File: src/rtl/thumb_fetch_pkg.sv
// Shared constants, entry layout and Thumb-2 prefix decode for the fetch stage.
package thumb_fetch_pkg;

  localparam int unsigned HW_BYTES   = 2;
  localparam int unsigned WORD_BYTES = 4;
  localparam int unsigned ADDR_W     = 32;
  localparam int unsigned WORD_W     = 32;
  localparam int unsigned HW_W       = 16;

  localparam logic [4:0] T32_PFX_A = 5'b11101;
  localparam logic [4:0] T32_PFX_B = 5'b11110;
  localparam logic [4:0] T32_PFX_C = 5'b11111;

  typedef struct packed {
    logic [ADDR_W-1:0] addr;
    logic [WORD_W-1:0] data;
  } fetch_entry_t;

  localparam int unsigned ENTRY_W = $bits(fetch_entry_t);

  function automatic logic is_t32(input logic [HW_W-1:0] hw);
    return hw[15:11] inside {T32_PFX_A, T32_PFX_B, T32_PFX_C};
  endfunction

endpackage

File: src/rtl/thumb_fetch_unit_fifo.sv
// Prefetch FIFO: word plus its address per entry, flushable, async active-high reset.
module fetch_fifo #(
  parameter int unsigned DEPTH = 2,
  parameter int unsigned WIDTH = 64,
  parameter int unsigned CNT_W = $clog2(DEPTH + 1)
) (
  input  logic             clk,
  input  logic             rst,
  input  logic             push_i,
  input  logic [WIDTH-1:0] data_i,
  input  logic             pop_i,
  input  logic             flush_i,
  output logic [WIDTH-1:0] head_o,
  output logic             full_o,
  output logic             empty_o,
  output logic [CNT_W-1:0] count_o
);

  localparam int unsigned PTR_W = (DEPTH > 1) ? $clog2(DEPTH) : 1;

  logic [WIDTH-1:0] mem_q [DEPTH];
  logic [PTR_W-1:0] wptr_q, rptr_q;
  logic [CNT_W-1:0] count_q;

  function automatic logic [PTR_W-1:0] ptr_inc(input logic [PTR_W-1:0] p);
    return (p == PTR_W'(DEPTH - 1)) ? '0 : p + PTR_W'(1);
  endfunction

  always_ff @(posedge clk or posedge rst) begin
    if (rst) begin
      for (int unsigned i = 0; i < DEPTH; i++) mem_q[i] <= '0;
      wptr_q  <= '0;
      rptr_q  <= '0;
      count_q <= '0;
    end else if (flush_i) begin
      wptr_q  <= '0;
      rptr_q  <= '0;
      count_q <= '0;
    end else begin
      if (push_i) begin
        mem_q[wptr_q] <= data_i;
        wptr_q        <= ptr_inc(wptr_q);
      end
      if (pop_i) rptr_q <= ptr_inc(rptr_q);
      count_q <= count_q + CNT_W'(push_i) - CNT_W'(pop_i);
    end
  end

  assign head_o  = mem_q[rptr_q];
  assign empty_o = (count_q == '0);
  assign full_o  = (count_q == CNT_W'(DEPTH));
  assign count_o = count_q;

endmodule

File: src/rtl/thumb_fetch_unit.sv
// Thumb fetch stage: word prefetch, halfword delivery, ld_pc pulse, branch flush.
// FETCH_T32_DETECT_EN adds instr_is32 and holds a 32-bit pair until both halves are buffered.
module thumb_fetch_unit
  import thumb_fetch_pkg::*;
#(
  parameter logic [31:0] RESET_PC = 32'h0000_0000,
  parameter int unsigned DEPTH    = 2
) (
  input  logic        clk,
  input  logic        rst,
  input  logic        branch,
  input  logic [31:0] branch_target,
  output logic        imem_req,
  output logic [31:0] imem_addr,
  input  logic        imem_gnt,
  input  logic        imem_rvalid,
  input  logic [31:0] imem_rdata,
  output logic        instr_valid,
  output logic [15:0] instr,
  output logic [31:0] instr_pc,
  input  logic        instr_ready,
  output logic        ld_pc
`ifdef FETCH_T32_DETECT_EN
  ,
  output logic        instr_is32
`endif
);

  localparam int unsigned CNT_W = $clog2(DEPTH + 1);

  logic [31:0]      fetch_addr_q, fetch_addr_d;
  logic [31:0]      resp_addr_q, resp_addr_d;
  logic [CNT_W-1:0] out_q, out_d;
  logic [CNT_W-1:0] drop_q, drop_d;
  logic             hw_sel_q, hw_sel_d;
  logic             ld_pc_q;

  logic             fifo_push, fifo_pop, fifo_full, fifo_empty;
  logic [CNT_W-1:0] fifo_count;
  fetch_entry_t     head, tail;
  logic [15:0]      head_hw;
  logic             req_acc, consume, hw_valid, credit;
  logic             unused_bt0;

  assign unused_bt0 = branch_target[0];

  fetch_fifo #(
    .DEPTH (DEPTH),
    .WIDTH (ENTRY_W),
    .CNT_W (CNT_W)
  ) u_fifo (
    .clk     (clk),
    .rst     (rst),
    .push_i  (fifo_push),
    .data_i  (tail),
    .pop_i   (fifo_pop),
    .flush_i (branch),
    .head_o  (head),
    .full_o  (fifo_full),
    .empty_o (fifo_empty),
    .count_o (fifo_count)
  );

  // Buffered plus in-flight words never exceed DEPTH, so a push always has room.
  assign credit    = !fifo_full && ((32'(fifo_count) + 32'(out_q)) < DEPTH);
  assign imem_req  = !rst && credit;
  assign imem_addr = fetch_addr_q;
  assign req_acc   = imem_req && imem_gnt;
  assign tail      = '{addr: resp_addr_q, data: imem_rdata};

  assign head_hw  = hw_sel_q ? head.data[31:16] : head.data[15:0];
  assign instr    = fifo_empty ? '0 : head_hw;
  assign instr_pc = fifo_empty ? '0 : head.addr + (hw_sel_q ? 32'(HW_BYTES) : 32'd0);

`ifdef FETCH_T32_DETECT_EN
  assign instr_is32 = is_t32(head_hw);
  assign hw_valid   = !fifo_empty &&
                      !(instr_is32 && hw_sel_q && (fifo_count == CNT_W'(1)));
`else
  assign hw_valid   = !fifo_empty;
`endif

  assign instr_valid = hw_valid;
  assign consume     = hw_valid && instr_ready;
  assign ld_pc       = ld_pc_q;

  always_comb begin
    fetch_addr_d = fetch_addr_q;
    resp_addr_d  = resp_addr_q;
    out_d        = out_q + CNT_W'(req_acc) - CNT_W'(imem_rvalid);
    drop_d       = drop_q;
    hw_sel_d     = hw_sel_q;
    fifo_push    = 1'b0;
    fifo_pop     = 1'b0;
    if (req_acc) fetch_addr_d = fetch_addr_q + 32'(WORD_BYTES);
    if (branch) begin
      // Every read still in flight after this edge, including one granted now, is stale.
      fetch_addr_d = {branch_target[31:2], 2'b00};
      resp_addr_d  = {branch_target[31:2], 2'b00};
      drop_d       = out_d;
      hw_sel_d     = branch_target[1];
    end else begin
      if (imem_rvalid) begin
        if (drop_q != '0) begin
          drop_d = drop_q - CNT_W'(1);
        end else begin
          fifo_push   = 1'b1;
          resp_addr_d = resp_addr_q + 32'(WORD_BYTES);
        end
      end
      if (consume) begin
        if (hw_sel_q) begin
          fifo_pop = 1'b1;
          hw_sel_d = 1'b0;
        end else begin
          hw_sel_d = 1'b1;
        end
      end
    end
  end

  always_ff @(posedge clk or posedge rst) begin
    if (rst) begin
      fetch_addr_q <= RESET_PC;
      resp_addr_q  <= RESET_PC;
      out_q        <= '0;
      drop_q       <= '0;
      hw_sel_q     <= 1'b0;
      ld_pc_q      <= 1'b0;
    end else begin
      fetch_addr_q <= fetch_addr_d;
      resp_addr_q  <= resp_addr_d;
      out_q        <= out_d;
      drop_q       <= drop_d;
      hw_sel_q     <= hw_sel_d;
      ld_pc_q      <= fifo_pop;
    end
  end

endmodule
File: config.mk
export PLATFORM = sky130hd
export DESIGN_NAME = thumb_fetch_unit
export DESIGN_NICKNAME = d
export VERILOG_FILES = /design/src/rtl/thumb_fetch_pkg.sv /design/src/rtl/thumb_fetch_unit_fifo.sv /design/src/rtl/thumb_fetch_unit.sv
export SDC_FILE = /design/constraint.sdc
export NUM_CORES = 1
export LEC_CHECK = 0
export ABC_CLOCK_PERIOD_IN_PS = 11400
export BUFFER_PORTS_ARGS = -buffer_cell sky130_fd_sc_hd__buf_2
export CAP_MARGIN = 20
export CORE_MARGIN = 5
export CORE_UTILIZATION = 50
export DETAILED_ROUTE_END_ITERATION = 6
export PLACE_DENSITY = 0.71
export REMOVE_ABC_BUFFERS = 1
export SYNTH_ARGS = -nofsm -noshare
export SYNTH_HDL_FRONTEND = slang
export SYNTH_SLANG_ARGS = --single-unit
export TNS_END_PERCENT = 5
File: constraint.sdc
create_clock -name clk -period 11.4 [get_ports clk]
set_clock_uncertainty 0.2 [all_clocks]
set_input_delay 1.71 -clock clk [delete_from_list [all_inputs] [get_ports clk]]
set_output_delay 1.71 -clock clk [all_outputs]
set_load 0.1 [all_outputs]
=== Yosys cells after proc, flatten, opt, wreduce, memory -nomap -nowiden ===
Cells that the tools add are included.

* Register bits: 202
* Bits of input ports: 70
* Output and inout port bits: 83
* Logic and storage cells: 84

* Add/sub/neg operators: 11
* Order comparisons: 4
* Equal/unequal tests: 2
* Multiplexer cells: 34
* Bitwise gates (word level): 3
* Reduce and logical (&&, ||, !) cells: 19

{| class="wikitable"
|+ Operator list
! operator !! number
|-
| $mux 64 || 4
|-
| $mux 32 || 6
|-
| $bwmux 128 || 1
|-
| $add 32x3->32 const B || 2
|-
| $demux 64 s1 || 1
|-
| $add 32x2->32 || 1
|-
| $mux 16 || 2
|-
| $mux 1 || 15
|-
| $reduce_bool 2->1 || 7
|-
| $mux 2 || 5
|-
| $reduce_and 2->1 || 3
|-
| $logic_and 1x1->1 || 5
|-
| $add 2x1->2 || 2
|-
| $ge 2x2->1 const B || 2
|-
| $not 1->2 || 2
|-
| $sub 2x1->2 || 2
|-
| $add 2x2->3 || 1
|-
| $logic_not 1->1 || 3
|-
| $lt 3x2->1 const B || 1
|-
| $add 1x1->1 const B || 2
|-
| $eq 2x2->1 const B || 1
|-
| $logic_not 2->1 || 1
|-
| $lt 2x1->1 const B || 1
|-
| $ne 2x2->1 const B || 1
|-
| other kinds (2) || 2
|}

=== Longest topological paths before layout ===
Gate-level depths: netlist (run 1).

* Word-level depth: 8
* Depth in mapped cells: 12
* Depth with buffers taken out: 11

=== Hierarchy ===
A second synthesis (run 1) with hierarchy kept.

* Cell total of the unflattened synthesis: 981
* Area, all modules: 11163.2 sq um

{| class="wikitable"
|+ Modules (own cells, without submodules)
! module !! instances !! cells each !! area an instance (sq um) !! seq. area each (sq um)
|-
| fetch_fifo || 1 || 361 || 6062.1 || 3303.2
|-
| thumb_fetch_unit || 1 || 620 || 5101.1 || 1651.6
|}

=== Worst setup path before layout (run 1) ===
Ideal clock, no wire load.

* Path kind: input to output
* Start: in rst
* End: out imem_req
* Arrival time: 3906 ps
* Required time: 9490 ps
* Setup slack: 5584 ps
* Cell stages on the path: 1
* Path buffers: 0
* Cell sequence: nor3_1

* Longest elaborated chain between the ends: 2

{| class="wikitable"
|+ RTL lines
! element !! RTL line !! source
|-
| start: declaration || thumb_fetch_unit.sv:10 || <nowiki>input logic rst,</nowiki>
|-
| $logic_not 1->1 (no line) || -- ||
|-
| $logic_and 1x1->1 || thumb_fetch_unit.sv:66 || <nowiki>assign imem_req = !rst && credit;</nowiki>
|-
| end: declaration || thumb_fetch_unit.sv:13 || <nowiki>output logic imem_req,</nowiki>
|}

Every way passes these cells.

=== Worst setup path after layout (run 1) ===
* Start: reg u_fifo.rptr_q
* End: out instr_pc[9]

* Longest elaborated chain between the ends: 6

{| class="wikitable"
|+ RTL lines
! element !! RTL line !! source
|-
| start: declaration || thumb_fetch_unit_fifo.sv:22 || <nowiki>logic [PTR_W-1:0] wptr_q, rptr_q;</nowiki>
|-
| start signal: assignment || thumb_fetch_unit_fifo.sv:44 || <nowiki>if (pop_i) rptr_q <= ptr_inc(rptr_q);</nowiki>
|-
| $not 1->2 (implied by the code) || thumb_fetch_unit_fifo.sv:49 || <nowiki>assign head_o = mem_q[rptr_q];</nowiki>
|-
| $mux 64 (implied by the code) (3 in series) || thumb_fetch_unit_fifo.sv:49 ||
|-
| $add 32x2->32 || thumb_fetch_unit.sv:73 || <nowiki>assign instr_pc = fifo_empty ? '0 : head.addr + (hw_sel_q ? 32'(HW_BYTES) : 32'd0);</nowiki>
|-
| $mux 32 || thumb_fetch_unit.sv:73 ||
|-
| end: declaration || thumb_fetch_unit.sv:20 || <nowiki>output logic [31:0] instr_pc,</nowiki>
|}

Every way passes these cells. The select of a mux whose other input is x is not followed.

==> run metrics, run 1 <==
top_reg_cell synth=dfrtp_1; worst min-delay path category=register to register; DRC errors left=0; vias in the first global route=7004; chip width=152 µm; largest net degree at the start of global routing=115; commonest non-fill, non-tap cell in the layout=dfrtp_1; number of cells on the worst reg-to-reg path=8; share of power burned in registers=41.6%; global routing met3 resource utilization=4.09%; stage delay of the slowest cell on the critical path=1.08 ns; R2R Setup Slk=8.32 ns; total of cells resized after clock tree synthesis=0; I/O pin cnt=153; final setup TNS=0 ns; Core Area=19700 µm²; critical path endpoint category=output pin; headroom to the max-slew limit=31.6%; Worst Path Arrival=2.84 ns; Final Critical Period=4.75 ns; wire length of the first global-routing pass=36200 µm; Total Routing Usage GR=18.9%; post-synthesis average cell area=11.8 µm²; Setup crit start=u_fifo.rptr_q; Port-buffer cells=148; number of register bits inferred by synthesis=194; ratio of routed vias to standard cells=5.49; fraction of synthesized cell area taken by the top area cell type=48.3%; Reg-to-Reg End=imem_addr[31]; Longest Clk Path Bufs=2; GRT met2 Usage=30.2%; post-synthesis instance total=849; Root Buffer=clkbuf_16; Critical Path RT=9.49 ns; number of DRC violations after detailed-routing iteration 0=317; number of fill cells=1667; number of iterations in the first detailed-routing pass=4; number of vias after detailed routing=6889; M1 GR Usage=26.5%; worst voltage drop across the vdd grid=0.149 mV; area of the die=23100 µm²; Post-Place Setup Slack=6.84 ns; number of synthesis warnings=0; Crit Reg-Reg Startpoint=u_fifo.count_o[0]; CTS HTree Levels=4; placed cell areas=11000 µm²; antenna diode instance count=0; cell total after placement=1222; die height=152 µm; count of final max-slew check failures=0; routability congestion estimate from global placement=0.770; count of endpoints failing setup in the final report=0; share of final-layout standard cells stronger than drive strength 1=38.6%; Worst Slack Setup Final=6.65 ns; unrepaired setup endpoints after global routing=false; Least-Margin Pin Slew=1.03 ns; detailed placer's ending HPWL=14600 µm; count of standard-cell rows=51; number of flops mapped to enable cells by yosys=0; post-layout instance area=11600 µm²; run status=finished, final reports clean; highest-count cells in the layout ignoring fill and taps=dfrtp_1 (193), mux2_2 (162), buf_2 (148); most used routing layer=met2; number of antenna violations at the first check in global routing=0; number of distinct library cells after synthesis=53; hold worst-path end=u_fifo.mem_q[17]; Clock power frac=22.0%; critical path's slowest cell=dfrtp_4; sequential-to-total area share from yosys stat=48.3%; signed area change from the synthesized netlist to the final layout=15.3%; count of max-cap constraint violations=0; Achievable Freq=210 MHz; number of buffers added by the clock tree synthesis step=17; Yosys top cell by area=dfrtp_1; largest cells by area after synthesis=dfrtp_1 (48%), mux2_2 (18%), xor2_1 (4.1%); CP cell instances=mux2i_1 > or3_1 > a21oi_1 > buf_2; Critical Path Source Type=register; initial core utilization=51.2%; post-synth design cell area=10100 µm²; power per cell area=233 nW/µm²; Fin. Hold Viols=0; mean routed wirelength per cell=17.2 µm; total length of routed wires=21600 µm; worst min-delay path startpoint=u_fifo.mem_q[17]; final instance count without filler cells=1255; Clock Latency Late Sink=0.43 ns; number of routed nets with antenna violations=0; hold bufs inserted after CTS=0; Worst Hold Path Cells=1; Comb power frac=36.4%; clock slew at reported path FFs=0.08 ns; share of the clock period used by the worst path=41.7%; aggregate global routing overflow=0; number of post-CTS setup repair buffers=0; leakage power=5.13 nW; net load switching power=1.07 mW; switching part of the total=39.8%; Worst Path Class, Setup=register to output pin; Pint=1.62 mW; CTS tree=done; largest fanout on the critical path=74; CTS sink cnt=194; count of nets after finishing=1056; share of async-settable or async-resettable flops after synthesis=100%
## logic make-up (layout without fill, tap and decap cells)
family	count (synthesis)	after routing	share of synthesized area, %
simple gates	238	238	13.0
mux	203	203	24.2
flops	194	194	48.3
xor+xnor	73	73	6.36
buf+inv	66	204	2.90
compound gates	65	65	4.08
fa+ha+maj	9	9	1.19
other cells	1	4	0.0373
## power groups by stage
| stage | clock, mW | combinational (mW) | sequential (mW) |
|---|---|---|---|
| after floorplan | 0 | 0.759 | 1.16 |
| after global placement | 0 | 0.970 | 1.12 |
| after detailed placement | 0 | 0.986 | 1.14 |
| after CTS | 0.606 | 0.992 | 1.12 |
| after global routing | 0.635 | 1.06 | 1.16 |
| final | 0.593 | 0.983 | 1.12 |
## flip-flops by register name, indices dropped and copies added (netlist names)
register and count:
u_fifo.mem_q 124, imem_addr 30, resp_addr_q 30, drop_q 2
out_q 2, u_fifo.count_o 2, hw_sel_q 1, ld_pc 1
u_fifo.rptr_q 1, u_fifo.wptr_q 1
## synthesized netlist by cell type (all sizes together), types with 15 or more instances
cell type  count
and2          22
buf           27
o21ai         15
xnor2         26
dfrtp        194
nor2          42
nor4          21
xor2          47
mux4          16
nor3          18
mux2         162
mux2i         25
inv           16
a21oi         22
clkbuf        23
nand3         29
nand2         45
## critical path, delay by kind of cell (launching register included)
kind / cells / cell delay, ns
flops: 1 / 1.08
compound gates: 1 / 0.28
mux: 1 / 0.18
simple gates: 1 / 0.34
buf+inv: 1 / 0.49
## area by class of cell
| class | instances | area, µm² | share of cell area [%] |
|---|---|---|---|
| clock inverters | 15 | 164 | 1.41 |
| inverters | 16 | 67.6 | 0.582 |
| clock buffers | 17 | 425 | 3.67 |
| multi-input cells | 592 | 4930 | 42.5 |
| flip-flops and latches | 194 | 4860 | 41.9 |
| well taps | 265 | 332 | 2.86 |
| repair buffers | 156 | 821 | 7.08 |
## worst max-delay path by stage
stage | end | slack, ns | cells after the start
after floorplan | drop_q[0] | 4.21 | 1
after CTS | instr_pc[9] | 6.63 | 4
after global routing | instr_pc[9] | 6.45 | 4
final | instr_pc[9] | 6.65 | 4
after detailed placement | imem_req | 6.84 | 3
after global placement | imem_req | 6.82 | 3
## per-stage QoR
stage	power [mW]	hold slack, ns	utilization [%]
3_3_place_gp	2.09	0.281	55.9
5_1_grt	2.85	0.317	59.0
6_report	2.70	0.304	59.0
3_5_place_dp	2.12	0.288	55.9
4_1_cts	2.72	0.307	58.9
2_1_floorplan	1.92	0.272	-
## routing by layer
metal  vias up  part of all wire, %
li1       3282                    -
met1      3463                   47
met2       131                   47
met3        13                  4.7
met4         0                 0.86
met5         -                    0
Power figures use the tool's default switching activity.
==> run 2: changes to the inputs <==
--- a/config.mk
+++ b/config.mk
@@ -5,13 +5,14 @@
 export SDC_FILE = /design/constraint.sdc
 export NUM_CORES = 1
 export LEC_CHECK = 0
-export ABC_CLOCK_PERIOD_IN_PS = 11400
+export ABC_AREA = 1
+export ABC_CLOCK_PERIOD_IN_PS = 4330
 export BUFFER_PORTS_ARGS = -buffer_cell sky130_fd_sc_hd__buf_2
 export CAP_MARGIN = 20
 export CORE_MARGIN = 5
 export CORE_UTILIZATION = 50
 export DETAILED_ROUTE_END_ITERATION = 6
-export PLACE_DENSITY = 0.71
+export PLACE_DENSITY = 0.73
 export REMOVE_ABC_BUFFERS = 1
 export SYNTH_ARGS = -nofsm -noshare
 export SYNTH_HDL_FRONTEND = slang
==> constraint.sdc (replaced) <==
create_clock -name clk -period 4.33 [get_ports clk]
set_clock_uncertainty 0.2 [all_clocks]
set_input_delay 0.6495 -clock clk [delete_from_list [all_inputs] [get_ports clk]]
set_output_delay 0.6495 -clock clk [all_outputs]
set_load 0.1 [all_outputs]
==> run metrics, run 2 <==
number of fill cells=2042 (was 1667); number of synthesis warnings=0 (unchanged); initial core utilization=50.4% (was 51.2%); number of cells on the critical path=8 (was 4); Worst Path Class, Setup=register to output pin (unchanged); hold bufs inserted after CTS=0 (unchanged); antenna diode instance count=0 (unchanged); aggregate global routing overflow=0 (unchanged); DRC errors left=0 (unchanged); Critical Path Source Type=register (unchanged); critical path's slowest cell=dfrtp_2 (was dfrtp_4); routability congestion estimate from global placement=0.918 (was 0.770); cell types with the highest counts after synthesis=nand2_1 (469), dfrtp_1 (194), o21ai_0 (187), nor2_1 (172), inv_1 (157) (was dfrtp_1 (194), mux2_2 (162), xor2_1 (47), nand2_1 (45), nor2_1 (42)); number of cells on the worst reg-to-reg path=11 (was 8); chip width=158 µm (was 152 µm); R2R Setup Slk=1.29 ns (was 8.32 ns); Clock power frac=22.7% (was 22.0%); Core Area=21600 µm² (was 19700 µm²); Worst Slack Setup Final=0.653 ns (was 6.65 ns); share of async-settable or async-resettable flops after synthesis=100% (unchanged); power per cell area=555 nW/µm² (was 233 nW/µm²); final instance count without filler cells=1923 (was 1255); number of distinct library cells after synthesis=42 (was 53); Comb power frac=36.0% (was 36.4%); worst min-delay path category=primary input to async pin (was register to register); Least-Margin Pin Slew=0.912 ns (was 1.03 ns); family with the most delay on the worst path=buffers and inverters (was flip-flops); number of antenna violations at the first check in global routing=0 (unchanged); vias in the first global route=9348 (was 7004); Critical Path RT=3.48 ns (was 9.49 ns); most frequently used cell type in the post-synthesis netlist=nand2_1 (was dfrtp_1); count of endpoints failing setup in the final report=0 (unchanged); worst voltage drop across the vdd grid=0.293 mV (was 0.149 mV); sequential-to-total area share from yosys stat=44.6% (was 48.3%); total of cells resized after clock tree synthesis=0 (unchanged); count of max-cap constraint violations=0 (unchanged); Pint=3.92 mW (was 1.62 mW); top_reg_cell synth=dfrtp_1 (unchanged); Final Critical Period=3.68 ns; number of buffers added by the clock tree synthesis step=17 (unchanged); Worst Path Arrival=2.83 ns (was 2.84 ns); post-synth design cell area=10900 µm² (was 10100 µm²); count of final max-slew check failures=0 (unchanged); Achievable Freq=272 MHz; total length of routed wires=28400 µm (was 21600 µm); highest-count cells in the layout ignoring fill and taps=nand2_1 (467), dfrtp_1 (193), o21ai_0 (187) (was dfrtp_1 (193), mux2_2 (162), buf_2 (148)); Crit Reg-Reg Startpoint=u_fifo.count_o[0] (unchanged); CTS tree=done (unchanged); share of the clock period used by the worst path=84.9%; CTS sink cnt=194 (unchanged); number of flops mapped to enable cells by yosys=0 (unchanged); ratio of routed vias to standard cells=5.20 (was 5.49); headroom to the max-slew limit=39.2% (was 31.6%); run status=finished, final reports clean (unchanged); unrepaired setup endpoints after global routing=false (unchanged); Reg-to-Reg End=imem_addr[9] (was imem_addr[31]); share of power burned in registers=41.3% (was 41.6%); Buf+Inv Stages, Crit Path=3 (was 1); wire length of the first global-routing pass=46700 µm (was 36200 µm); detailed placer's ending HPWL=19700 µm (was 14600 µm); Clock Latency Late Sink=0.43 ns (about the same); post-synthesis instance total=1512 (was 849); largest fanout on the critical path=40 (was 74); mean routed wirelength per cell=14.8 µm (was 17.2 µm); critical path endpoint category=output pin (unchanged); stage delay of the slowest cell on the critical path=0.92 ns (was 1.08 ns); Total Routing Usage GR=23.3% (was 18.9%); area of the die=24800 µm² (was 23100 µm²); Fin. Hold Viols=0 (unchanged); CP cell instances=buf_4 > nand2_1 > nand2_1 > inv_1 > nand2_1 > nand2_1 > nor2_1 > buf_2 (was mux2i_1 > or3_1 > a21oi_1 > buf_2); number of post-CTS setup repair buffers=0 (unchanged); max reg flops=124 (unchanged); register name with the most flops=u_fifo.mem_q (unchanged); commonest non-fill, non-tap cell in the layout=nand2_1 (was dfrtp_1); number of DRC violations after detailed-routing iteration 0=818 (was 317); count of nets after finishing=1710 (was 1056); Post-Place Setup Slack=1.12 ns (was 6.84 ns); largest cells by area after synthesis=dfrtp_1 (45%), nand2_1 (16%), o21ai_0 (8.6%) (was dfrtp_1 (48%), mux2_2 (18%), xor2_1 (4.1%)); leakage power=6.28 nW (was 5.13 nW); largest net degree at the start of global routing=125 (was 115); cell occurring most often along the worst timing path=nand2_1; share of final-layout standard cells stronger than drive strength 1=15.1% (was 38.6%); number of routed nets with antenna violations=0 (unchanged); I/O pin cnt=153 (unchanged); number of register bits inferred by synthesis=194 (unchanged); signed area change from the synthesized netlist to the final layout=13.7% (was 15.3%); fraction of synthesized cell area taken by the top area cell type=44.6% (was 48.3%); switching part of the total=42.9% (was 39.8%); count of standard-cell rows=54 (was 51); die height=158 µm (was 152 µm); Port-buffer cells=148 (unchanged); Yosys top cell by area=dfrtp_1 (unchanged); CTS HTree Levels=4 (unchanged); post-synthesis average cell area=7.20 µm² (was 11.8 µm²); Root Buffer=clkbuf_16 (unchanged); Worst setup endpoint=instr_pc[27] (was instr_pc[9]); number of vias after detailed routing=9998 (was 6889); net load switching power=2.95 mW (was 1.07 mW); Setup crit start=u_fifo.rptr_q (unchanged); Longest Clk Path Bufs=2 (unchanged); clock slew at reported path FFs=0.08 ns (about the same); cell total after placement=1890 (was 1222); number of iterations in the first detailed-routing pass=5 (was 4)
-- run 2: area by class of cell --
| cell class | instances | area, µm² | share of cell area, % |
|---|---|---|---|
| clock buffer | 18 | 429 | 3.47 |
| clock inverter | 13 | 141 | 1.14 |
| inverter | 164 | 631 | 5.10 |
| multi-input combinational | 1092 | 5090 | 41.1 |
| sequential | 194 | 4860 | 39.2 |
| tap | 280 | 350 | 2.83 |
| timing repair buffer | 162 | 878 | 7.10 |
-- run 2: how the worst min path moves through the flow --
stage | cells past startpoint | end | slack [ns]
floorplan | 2 | u_fifo.mem_q[63] | 0.25
global placement | 2 | u_fifo.mem_q[63] | 0.26
detailed placement | 2 | u_fifo.mem_q[21] | 0.27
CTS | 2 | out_q[1] | 0.01
global route | 2 | out_q[1] | 0.04
finish | 2 | out_q[1] | 0.009
-- run 2: kinds of logic (layout without fill, tap and decap cells) --
kind of cell	count (synthesis)	after routing	share of synthesized area, %
xor gates and xnor gates	28	28	2.25
and+or+nand+nor	789	789	30.3
DFF	194	194	44.6
buffers and inverters	229	357	8.99
muxes	1	1	0.103
other	1	4	0.0344
AOI/OAI and AO/OA	261	261	12.6
adders and majority gates	9	9	1.10
-- run 2: per-stage QoR --
| step | total power, mW | TNS [ns] | utilization [%] | hold slack, ns | cell area (µm²) |
|---|---|---|---|---|---|
| detailed placement | 5.31 | 0 | 54.4 | 0.269 | 11800 |
| floorplan | 4.74 | -458.61 | - | 0.246 | 10500 |
| global route | 7.34 | 0 | 57.2 | 0.0385 | 12400 |
| CTS | 6.89 | 0 | 57.0 | 0.0130 | 12300 |
| finish | 6.86 | 0 | 57.2 | 0.00887 | 12400 |
| global placement | 5.24 | 0 | 54.4 | 0.259 | 11800 |
-- run 2: power by group through the flow --
| stage | logic [mW] | registers, mW | clock network, mW |
|---|---|---|---|
| finish | 2.47 | 2.84 | 1.56 |
| global route | 2.78 | 2.91 | 1.65 |
| CTS | 2.47 | 2.83 | 1.59 |
| detailed placement | 2.46 | 2.85 | 0 |
| global placement | 2.40 | 2.83 | 0 |
| floorplan | 1.63 | 3.11 | 0 |
-- run 2: per-layer routing --
metal / part of all wire [%] / GRT usage, % / vias to the layer above
met4: 1.4 / 5.86 / 0
met2: 47 / 38.0 / 310
met1: 46 / 32.9 / 4647
met5: 0 / 0 / -
met3: 5.8 / 3.41 / 33
li1: - / - / 5008
-- run 2: worst reg2reg max path: cells and delay by family, from the launching register on --
family                     cells  cell delay, ns
buffers and inverters          3            0.77
DFF                            1            0.44
AOI/OAI and AO/OA              1            0.10
and+or+nand+nor                6            0.99
adders and majority gates      1            0.43
